===== src/rtl/oled_pixel_streamer.sv =====
`default_nettype none
// ============================================================================
//  Module      : oled_pixel_streamer
//  Description : Walks an H_RES x V_RES frame in raster order, sources each
//                RGB565 pixel from a synchronous framebuffer or a built-in
//                pattern, and emits it MSB byte first on a valid/ready stream.
//  Revision    : 1.0 - initial release
// ============================================================================
module oled_pixel_streamer #(
  parameter int H_RES  = 96,
  parameter int V_RES  = 64,
  parameter int ADDR_W = 13
) (
  input  logic              clk_i,
  input  logic              rst_i,
  input  logic              start_i,
  input  logic [1:0]        mode_i,
  input  logic [15:0]       color_i,
  output logic [ADDR_W-1:0] fb_addr_o,
  input  logic [15:0]       fb_data_i,
  output logic [7:0]        pixel_o,
  output logic              pixel_valid_o,
  input  logic              pixel_ready_i,
  output logic              busy_o,
  output logic              frame_done_o
);

  localparam int X_W       = (H_RES > 1) ? $clog2(H_RES) : 1;
  localparam int Y_W       = (V_RES > 1) ? $clog2(V_RES) : 1;
  localparam int BAR_W_INT = (H_RES / 8 > 0) ? H_RES / 8 : 1;

  localparam logic [X_W-1:0] X_LAST  = X_W'(H_RES - 1);
  localparam logic [Y_W-1:0] Y_LAST  = Y_W'(V_RES - 1);
  localparam logic [X_W-1:0] BAR_W   = X_W'(BAR_W_INT);
  localparam logic [X_W-1:0] BAR_MAX = X_W'(7);

  typedef enum logic [2:0] {
    IDLE  = 3'd0,
    FETCH = 3'd1,
    WAIT  = 3'd2,
    HI    = 3'd3,
    LO    = 3'd4
  } state_t;

  state_t          state, state_d;
  logic [X_W-1:0]  x, x_d;
  logic [Y_W-1:0]  y, y_d;
  logic [1:0]      mode_q, mode_d;
  logic [15:0]     color_q, color_d;
  logic [15:0]     pix_q, pix_d;
  logic [ADDR_W-1:0] addr_d;
  logic [7:0]      byte_d;
  logic            done_d;
  logic            valid_d;
  logic            busy_d;
  logic [X_W-1:0]  bar_idx;
  logic [15:0]     src_pixel;

  // Pixel source selection for the current (x, y), using the frame's latched mode
  always_comb begin
    bar_idx = x / BAR_W;
    if (bar_idx > BAR_MAX) bar_idx = BAR_MAX;
    src_pixel = 16'h0000;
    case (mode_q)
      2'd0: src_pixel = fb_data_i;
      2'd1: src_pixel = color_q;
      2'd2: begin
        case (bar_idx[2:0])
          3'd0:    src_pixel = 16'hFFFF;
          3'd1:    src_pixel = 16'hFFE0;
          3'd2:    src_pixel = 16'h07FF;
          3'd3:    src_pixel = 16'h07E0;
          3'd4:    src_pixel = 16'hF81F;
          3'd5:    src_pixel = 16'hF800;
          3'd6:    src_pixel = 16'h001F;
          default: src_pixel = 16'h0000;
        endcase
      end
      default: src_pixel = (x[3] ^ y[3]) ? color_q : 16'h0000;
    endcase
  end

  // Next-state logic; registered outputs are computed from the next state so
  // they line up with the state they describe and never see pixel_ready_i
  // combinationally. The framebuffer address is kept as a running counter,
  // which equals y*H_RES + x because the walk is strictly raster order.
  always_comb begin
    state_d = state;
    x_d     = x;
    y_d     = y;
    mode_d  = mode_q;
    color_d = color_q;
    pix_d   = pix_q;
    addr_d  = fb_addr_o;
    byte_d  = pixel_o;
    done_d  = 1'b0;
    case (state)
      IDLE: begin
        if (start_i) begin
          mode_d  = mode_i;
          color_d = color_i;
          x_d     = '0;
          y_d     = '0;
          addr_d  = '0;
          state_d = FETCH;
        end
      end
      FETCH: state_d = WAIT;
      WAIT: begin
        pix_d   = src_pixel;
        byte_d  = src_pixel[15:8];
        state_d = HI;
      end
      HI: begin
        if (pixel_ready_i) begin
          byte_d  = pix_q[7:0];
          state_d = LO;
        end
      end
      LO: begin
        if (pixel_ready_i) begin
          if (x < X_LAST) begin
            x_d     = x + X_W'(1);
            addr_d  = fb_addr_o + ADDR_W'(1);
            state_d = FETCH;
          end else if (y < Y_LAST) begin
            x_d     = '0;
            y_d     = y + Y_W'(1);
            addr_d  = fb_addr_o + ADDR_W'(1);
            state_d = FETCH;
          end else begin
            done_d  = 1'b1;
            state_d = IDLE;
          end
        end
      end
      default: state_d = IDLE;
    endcase
    valid_d = (state_d == HI) || (state_d == LO);
    busy_d  = (state_d != IDLE);
  end

  // State, position, latched frame settings and all registered outputs
  always_ff @(posedge clk_i or posedge rst_i) begin
    if (rst_i) begin
      state         <= IDLE;
      x             <= '0;
      y             <= '0;
      mode_q        <= 2'd0;
      color_q       <= 16'h0000;
      pix_q         <= 16'h0000;
      fb_addr_o     <= '0;
      pixel_o       <= 8'h00;
      pixel_valid_o <= 1'b0;
      busy_o        <= 1'b0;
      frame_done_o  <= 1'b0;
    end else begin
      state         <= state_d;
      x             <= x_d;
      y             <= y_d;
      mode_q        <= mode_d;
      color_q       <= color_d;
      pix_q         <= pix_d;
      fb_addr_o     <= addr_d;
      pixel_o       <= byte_d;
      pixel_valid_o <= valid_d;
      busy_o        <= busy_d;
      frame_done_o  <= done_d;
    end
  end

endmodule
`default_nettype wire


===== config.mk =====
export PLATFORM = sky130hd
export DESIGN_NAME = oled_pixel_streamer
export DESIGN_NICKNAME = d
export VERILOG_FILES = /design/src/rtl/oled_pixel_streamer.sv
export SDC_FILE = /design/constraint.sdc
export NUM_CORES = 1
export LEC_CHECK = 0
export ABC_AREA = 1
export BUFFER_PORTS_ARGS = -buffer_cell sky130_fd_sc_hd__buf_2
export CORE_MARGIN = 5
export CORE_UTILIZATION = 56
export CTS_BUF_LIST = sky130_fd_sc_hd__clkbuf_16
export CTS_CLUSTER_SIZE = 20
export DETAILED_ROUTE_END_ITERATION = 6
export PLACE_DENSITY = 0.79
export SLEW_MARGIN = 20
export SYNTH_ARGS = -nofsm -noshare
export SYNTH_HDL_FRONTEND = slang
export SYNTH_SLANG_ARGS = --single-unit

===== constraint.sdc =====
create_clock -name clk_i -period 2.4 [get_ports clk_i]
set_input_delay 0.48 -clock clk_i [delete_from_list [all_inputs] [get_ports clk_i]]
set_output_delay 0.48 -clock clk_i [all_outputs]
set_load 0.05 [all_outputs]

==> results of run 1 <==
[worst reg2reg max path, cell delays in order, from the launching register on]
cell	delay, ns
sky130_fd_sc_hd__dfrtp_1	0.42
sky130_fd_sc_hd__inv_2	0.07
sky130_fd_sc_hd__nand2_1	0.10
sky130_fd_sc_hd__nor2_4	0.31
sky130_fd_sc_hd__inv_2	0.24
sky130_fd_sc_hd__nor2_2	0.22
sky130_fd_sc_hd__inv_2	0.08
sky130_fd_sc_hd__nand2_4	0.19
sky130_fd_sc_hd__nand2_1	0.07
sky130_fd_sc_hd__o21ai_0	0.08
[synthesized netlist by cell type, types with 8 or more instances]
library cell | number | area, um^2
sky130_fd_sc_hd__or2_2 | 9 | 56.30
sky130_fd_sc_hd__dfrtp_1 | 66 | 1652
sky130_fd_sc_hd__o21ai_1 | 14 | 70.07
sky130_fd_sc_hd__xor2_1 | 17 | 148.9
sky130_fd_sc_hd__nor3_1 | 8 | 40.04
sky130_fd_sc_hd__o21ai_0 | 9 | 45.04
sky130_fd_sc_hd__nand2_1 | 119 | 446.7
sky130_fd_sc_hd__nand3_1 | 29 | 145.1
sky130_fd_sc_hd__mux2_2 | 17 | 191.4
sky130_fd_sc_hd__nor2_1 | 25 | 93.84
sky130_fd_sc_hd__nand4_1 | 9 | 56.30
sky130_fd_sc_hd__a21oi_1 | 19 | 95.09
sky130_fd_sc_hd__inv_1 | 39 | 146.4
[registers in the layout, summed over array words and instances (netlist names)]
| register | count |
|---|---|
| frame_done_o | 1 |
| pixel_valid_o | 1 |
| pixel_o | 8 |
| state | 3 |
| pix_q | 8 |
| mode_q | 2 |
| y | 6 |
| x | 7 |
| busy_o | 1 |
| fb_addr_o | 13 |
| color_q | 16 |
[worst paths after layout]
| check | end | slack, ns |
|---|---|---|
| setup / recovery | fb_addr_o[1]$_DFFE_PP0P_ | 0.54 |
| hold / removal | fb_addr_o[8]$_DFFE_PP0P_ | 0.19 |
| setup reg to reg | fb_addr_o[1]$_DFFE_PP0P_ | 0.54 |
| hold reg to reg | pixel_o[4]$_DFFE_PP0P_ | 0.48 |
| max in group asynchronous | mode_q[0]$_DFFE_PP0P_ | 1.52 |
| min in group clk_i | color_q[2]$_DFFE_PP0P_ | 0.38 |
[logic make-up (layout without fill, tap and decap cells)]
family | count (synthesis) | count (layout) | synth area share
buf+inv | 58 | 128 | 0.06592
xor+xnor | 19 | 19 | 0.04615
mux | 18 | 18 | 0.05586
flops | 66 | 66 | 0.4580
compound gates | 59 | 59 | 0.1010
fa+ha+maj | 4 | 4 | 0.01388
simple gates | 209 | 209 | 0.2592
[through the flow]
stage | hold WS (ns) | utilization | power, mW | area, um^2 | cells
2_1_floorplan | 0.4644 | - | 3.260 | 3606 | 433
3_3_place_gp | 0.4590 | 0.6310 | 3.708 | 3984 | 564
3_5_place_dp | 0.4641 | 0.6310 | 3.768 | 3984 | 564
4_1_cts | 0.2109 | 0.6740 | 4.961 | 4255 | 580
5_1_grt | 0.2540 | 0.6740 | 5.301 | 4255 | 580
6_report | 0.1910 | 0.6740 | 4.963 | 4255 | 580
[final cells by class]
| class | instances | area, um^2 | area share |
|---|---|---|---|
| clock buffers | 9 | 225.2 | 0.05293 |
| clock inverters | 7 | 46.29 | 0.01088 |
| inverters | 45 | 168.9 | 0.03969 |
| multi-input cells | 309 | 1717 | 0.4034 |
| flip-flops and latches | 66 | 1652 | 0.3881 |
| well taps | 77 | 96.34 | 0.02264 |
| repair buffers | 67 | 350.3 | 0.08233 |
[power by group]
group | total [mW] | switching (mW) | internal (mW)
Clock | 1.17 | 0.479 | 0.693
Combinational | 2.04 | 1.33 | 0.703
Sequential | 1.75 | 0.272 | 1.48
[layer usage]
metal,global-route usage,share of wire
met1,0.2991,0.46
met2,0.3329,0.45
met3,0.05092,0.071
met4,0.06452,0.020
met5,0,0
==> results.cfg, run 1 <==
[logic_synthesis]
yosys_warnings = 0
synth_unique_cells = 37
yosys_most_used_dff = sky130_fd_sc_hd__dfrtp_1
syn-cell-area_um2 = 3606
synth.net_count = 475
ys_seq_area_frac = 0.4580
syn_inst = 433
synth_enable_flop_cells = 0
synth_seq_cells = 66
synth_area_per_cell_um2 = 8.328
asyncSetResetFlopFracSynth = 1.000

[placement]
io_buffers = 61
dp_hpwl_mm = 6.193
preCtsSetupSlack_ns = 0.5669
place.gp.congestion = 0.8749

[route]
detailroute.via_count = 3160
postRouteAntennaNets = 0
post_drt_wl_per_cell_um = 14.64
avgViaCountPerCell = 5.448
number_of_design_rule_violations_left_by_the_first_detailed_router_iteration = 221
route.final.wire_length_mm = 8.494
drc_violation_count_after_routing = 0
first_pass_iters = 5

[cts]
clockBufferDepth = 2
clock_tree_root_buffer_cell = sky130_fd_sc_hd__clkbuf_16
tritoncts = done
worstSkewPairLatency_ns = 0.32
clk_slew_on_worst_s_h_paths_ns = 0.06
cts.htree.levels = 3
cts.repair.resized = 0
tritoncts.num_buffers = 9
cts.hold.buffers_added = 0
tritoncts_num_sinks = 66
cts_post_setup_buffers_inserted = 0

[sta]
final.setup.worst_slack_ns = 0.5438
max_clock_freq_ghz = 0.5387
max_slew.worst_pin.slew_ns = 0.5395
skew_ns = 0.006658
final_slew_violations = 0
rsz0062_at_grt = false
final-setup-viol-count = 0
timing.setup.tns_ns = 0
min_period_ns = 1.856
final_hold_violations = 0
portion_of_the_clock_cycle_consumed_by_the_worst_path_in_the_final_layout = 0.7734
worst_slew_margin_rel = 0.6390

[finish]
fill_cells = 519
layout.cells.most_common = sky130_fd_sc_hd__nand2_1
antenna-diode-count = 0
areaGrowthSynthToFinish_pct = 18.01
fin_nets = 540
drive_above_1_share = 0.2525
most-common-layout-cells = 119 x sky130_fd_sc_hd__nand2_1, 66 x sky130_fd_sc_hd__dfrtp_1, 61 x sky130_fd_sc_hd__buf_2, 38 x sky130_fd_sc_hd__inv_1, 29 x sky130_fd_sc_hd__nand3_1

[worst_setup_path]
critPathMaxStageDelay_ns = 0.42
highest_fanout_seen_on_the_critical_path = 19
cpMostUsedCell = sky130_fd_sc_hd__inv_2
path_depth = 9
r2r_start = state[0]$_DFF_PP0_
critical_path_data_required_time_ns = 2.63
setup.worst_path.start = state[0]$_DFF_PP0_
timing.critical_path.buf_inv = 3
kind_of_launch_point_of_the_worst_setup_path = flip-flop
rr_worst_depth = 9
timing.critical_path.arrival_ns = 2.09
max_stage_delay_cell_worst_path = sky130_fd_sc_hd__dfrtp_1
crit_path_cell_chain = inv_2 -> nand2_1 -> nor2_4 -> inv_2 -> nor2_2 -> inv_2 -> nand2_4 -> nand2_1 -> o21ai_0
endpoint_kind = flip-flop
setup.worst_path.class = reg -> reg
timing.critical_path.max_delay_family = simple AND/OR/NAND/NOR gates

[pwr]
powerDensity_nw_per_um2 = 1166
max-vdd-ir-drop_v = 0.0009519
p_leak_nw = 2.078

[floorplanning]
pin_count = 62
floorplan.die_area_um2 = 8144
floorplan.initialDensity = 0.5711
design.core.area_um2 = 6314
count_of_standard_cell_rows = 29
fp.dieW_um = 90.25
floorplan.die.height_um = 90.25

[grt]
first_pass_grt_wire_length_mm = 14.48
gr-usage-all-layers = 0.2146
grt_antenna_before_repair = 0
gr-total-overflow = 0
vias_in_the_first_global_route = 3045
maximum_number_of_pins_on_one_net_before_global_route_repair = 27

[status]
run_status = completed

[flow_run]
max_cap_viol_count = 0

[worst_hold_path]
min_path_type = in -> async
(Power assumes the default switching activity.)
==> run 2: changes to the inputs <==
- CORE_UTILIZATION: 56 -> 51
- PLACE_DENSITY: 0.79 -> 0.75
- clock period: 2.4 -> 1.5 ns (I/O delays scaled with it)
==> run 2 against run 1 <==
The flow now finishes with violations (setup timing). Count of clock-buffer cells in the layout unchanged. Cell count increased by 10%. Critical endpoint is now y[2]$_DFFE_PP0P_. Clock power increased by 87%. Largest power group unchanged. Largest cell class unchanged. Wire length increased by 25%. Clock skew decreased by 0.00083 ns. Flip-flop and latch count unchanged. Combinational power increased by 100%. First-iteration DRC count increased by 16%.
==> results.cfg, run 2 (synthesis results as in run 1) <==
[finish]
final_design_area_no_fill_um2 = 4992
post_route_core_utilization = 0.7308
layout.cells.most_common = sky130_fd_sc_hd__nand2_1
fin_cells = 640
fin_nets = 581
registers.top_by_ff_count = color_q
antenna-diode-count = 0
largest_register_ffs = 16
drive_above_1_share = 0.3934
fill_cells = 481
largest_registers_ranked_by_flip_flop_count = color_q: 16 flops, fb_addr_o: 13 flops
areaGrowthSynthToFinish_pct = 38.45
most-common-layout-cells = 104 x sky130_fd_sc_hd__nand2_1, 61 x sky130_fd_sc_hd__buf_2, 55 x sky130_fd_sc_hd__dfrtp_1, 36 x sky130_fd_sc_hd__inv_1, 34 x sky130_fd_sc_hd__buf_4

[worst_setup_path]
crit_path_cell_chain = inv_2 -> nand2_2 -> nor2_4 -> buf_12 -> buf_6 -> nand2_2 -> o211ai_1 -> buf_4 -> nand2_1 -> o21ai_1
max_stage_delay_cell_worst_path = sky130_fd_sc_hd__dfrtp_1
cpMostUsedCell = sky130_fd_sc_hd__nand2_2
rr_worst_depth = 10
highest_fanout_seen_on_the_critical_path = 6
critPathMaxStageDelay_ns = 0.39
endpoint_kind = flip-flop
kind_of_launch_point_of_the_worst_setup_path = flip-flop
critical_path_data_required_time_ns = 1.76
timing.critical_path.arrival_ns = 1.89
setup.worst_path.class = reg -> reg

[route]
route.final.wire_length_mm = 10.61
postRouteAntennaNets = 0
drc_violation_count_after_routing = 0
first_pass_iters = 6
detailroute.via_count = 3467
post_drt_wl_per_cell_um = 16.58
number_of_design_rule_violations_left_by_the_first_detailed_router_iteration = 256
avgViaCountPerCell = 5.417

[sta]
final_slew_violations = 0
max_clock_freq_ghz = 0.6118
worst_slew_margin_rel = 0.7685
final_hold_violations = 0
timing.setup.tns_ns = -2.626
final.setup.worst_slack_ns = -0.1346
final-setup-viol-count = 33
max_slew.worst_pin.slew_ns = 0.3449
skew_ns = 0.005824
finalHoldWorstSlack_ns = 0.01806
portion_of_the_clock_cycle_consumed_by_the_worst_path_in_the_final_layout = 1.090
rsz0062_at_grt = true
min_period_ns = 1.635

[floorplanning]
floorplan.die.height_um = 94.09
fp.dieW_um = 94.09
floorplan.initialDensity = 0.5278
floorplan.die_area_um2 = 8852
count_of_standard_cell_rows = 30
design.core.area_um2 = 6832
pin_count = 62

[status]
run_status = finished with violations
failed_checks = setup timing

[cts]
cts.htree.levels = 3
clockBufferDepth = 2
tritoncts.num_buffers = 9
tritoncts_num_sinks = 66
tritoncts = done
clock_tree_root_buffer_cell = sky130_fd_sc_hd__clkbuf_16
clk_slew_on_worst_s_h_paths_ns = 0.05
worstSkewPairLatency_ns = 0.34

[placement]
place.gp.congestion = 0.8785
dp_hpwl_mm = 6.374
placed_cells_incl_taps = 600
io_buffers = 61
cell_area_after_placement_um2 = 4188
preCtsSetupSlack_ns = -0.1344

[pwr]
report.power.total_mw = 9.137
sw_frac_of_total = 0.4071
p_seq_frac = 0.306
power.switching_mw = 3.720
power_frac_comb = 0.454
internal-power_mw = 5.417
max-vdd-ir-drop_v = 0.001118
powerDensity_nw_per_um2 = 1830
share_clk_of_total_power = 0.240
p_leak_nw = 2.363

[grt]
grt_antenna_before_repair = 0
first_pass_grt_wire_length_mm = 15.15
gr-total-overflow = 0
gr-usage-all-layers = 0.2213
maximum_number_of_pins_on_one_net_before_global_route_repair = 48
vias_in_the_first_global_route = 3192

[flow_run]
max_cap_viol_count = 0

[worst_hold_path]
min_path_type = in -> async
==> run 2: cell type report <==
type	instances	area, um^2	share of cell area
clock buffers	9	225.2	0.04511
clock inverters	7	83.83	0.01679
inverters	45	182.7	0.03659
multi-input cells	312	1971	0.3947
flip-flops and latches	66	1665	0.3336
well taps	96	120.1	0.02406
repair buffers	105	744.5	0.1491
==> run 2: what timing repair did <==
action | CTS | global route
hold buffers | 0 | 0
setup endpoints to repair | 37 | 43
buffers inserted | 2 | 16
gates cloned | 0 | 6
pin swaps | 3 | 12
gates resized for setup | 11 | 56
==> run 2: worst max-delay path: cells and delay by family, from the launching register on <==
| family | cells | cell delay (ns) |
|---|---|---|
| simple gates | 4 | 0.40 |
| buf+inv | 4 | 0.56 |
| flops | 1 | 0.39 |
| compound gates | 2 | 0.22 |
==> run 2: worst paths after layout <==
path / from / slack (ns) / endpoint
max: state[0]$_DFF_PP0_ / -0.13 / y[2]$_DFFE_PP0P_
min in group clk_i: color_i[13] / 0.19 / color_q[13]$_DFFE_PP0P_
max reg2reg: state[0]$_DFF_PP0_ / -0.13 / y[2]$_DFFE_PP0P_
min reg2reg: pixel_o[0]$_DFFE_PP0P_ / 0.47 / pixel_o[0]$_DFFE_PP0P_
min: rst_i / 0.02 / pixel_o[1]$_DFFE_PP0P_
max in group asynchronous: rst_i / 1.22 / x[5]$_DFFE_PP0P_
==> run 2: power groups by stage <==
stage | logic [mW] | clock network [mW] | registers (mW)
2_1_floorplan | 2.03 | 0 | 3.20
3_3_place_gp | 3.37 | 0 | 2.76
3_5_place_dp | 3.48 | 0 | 2.78
4_1_cts | 3.60 | 2.20 | 2.76
5_1_grt | 4.51 | 2.30 | 2.85
6_report | 4.15 | 2.19 | 2.80
==> run 2: metal layers <==
metal | vias to the layer above | wire (um) | global-route usage
li1 | 1634 | - | -
met1 | 1649 | 4389 | 0.2888
met2 | 153 | 5276 | 0.3625
met3 | 31 | 650 | 0.05288
met4 | 0 | 294 | 0.06980
met5 | - | 0 | 0
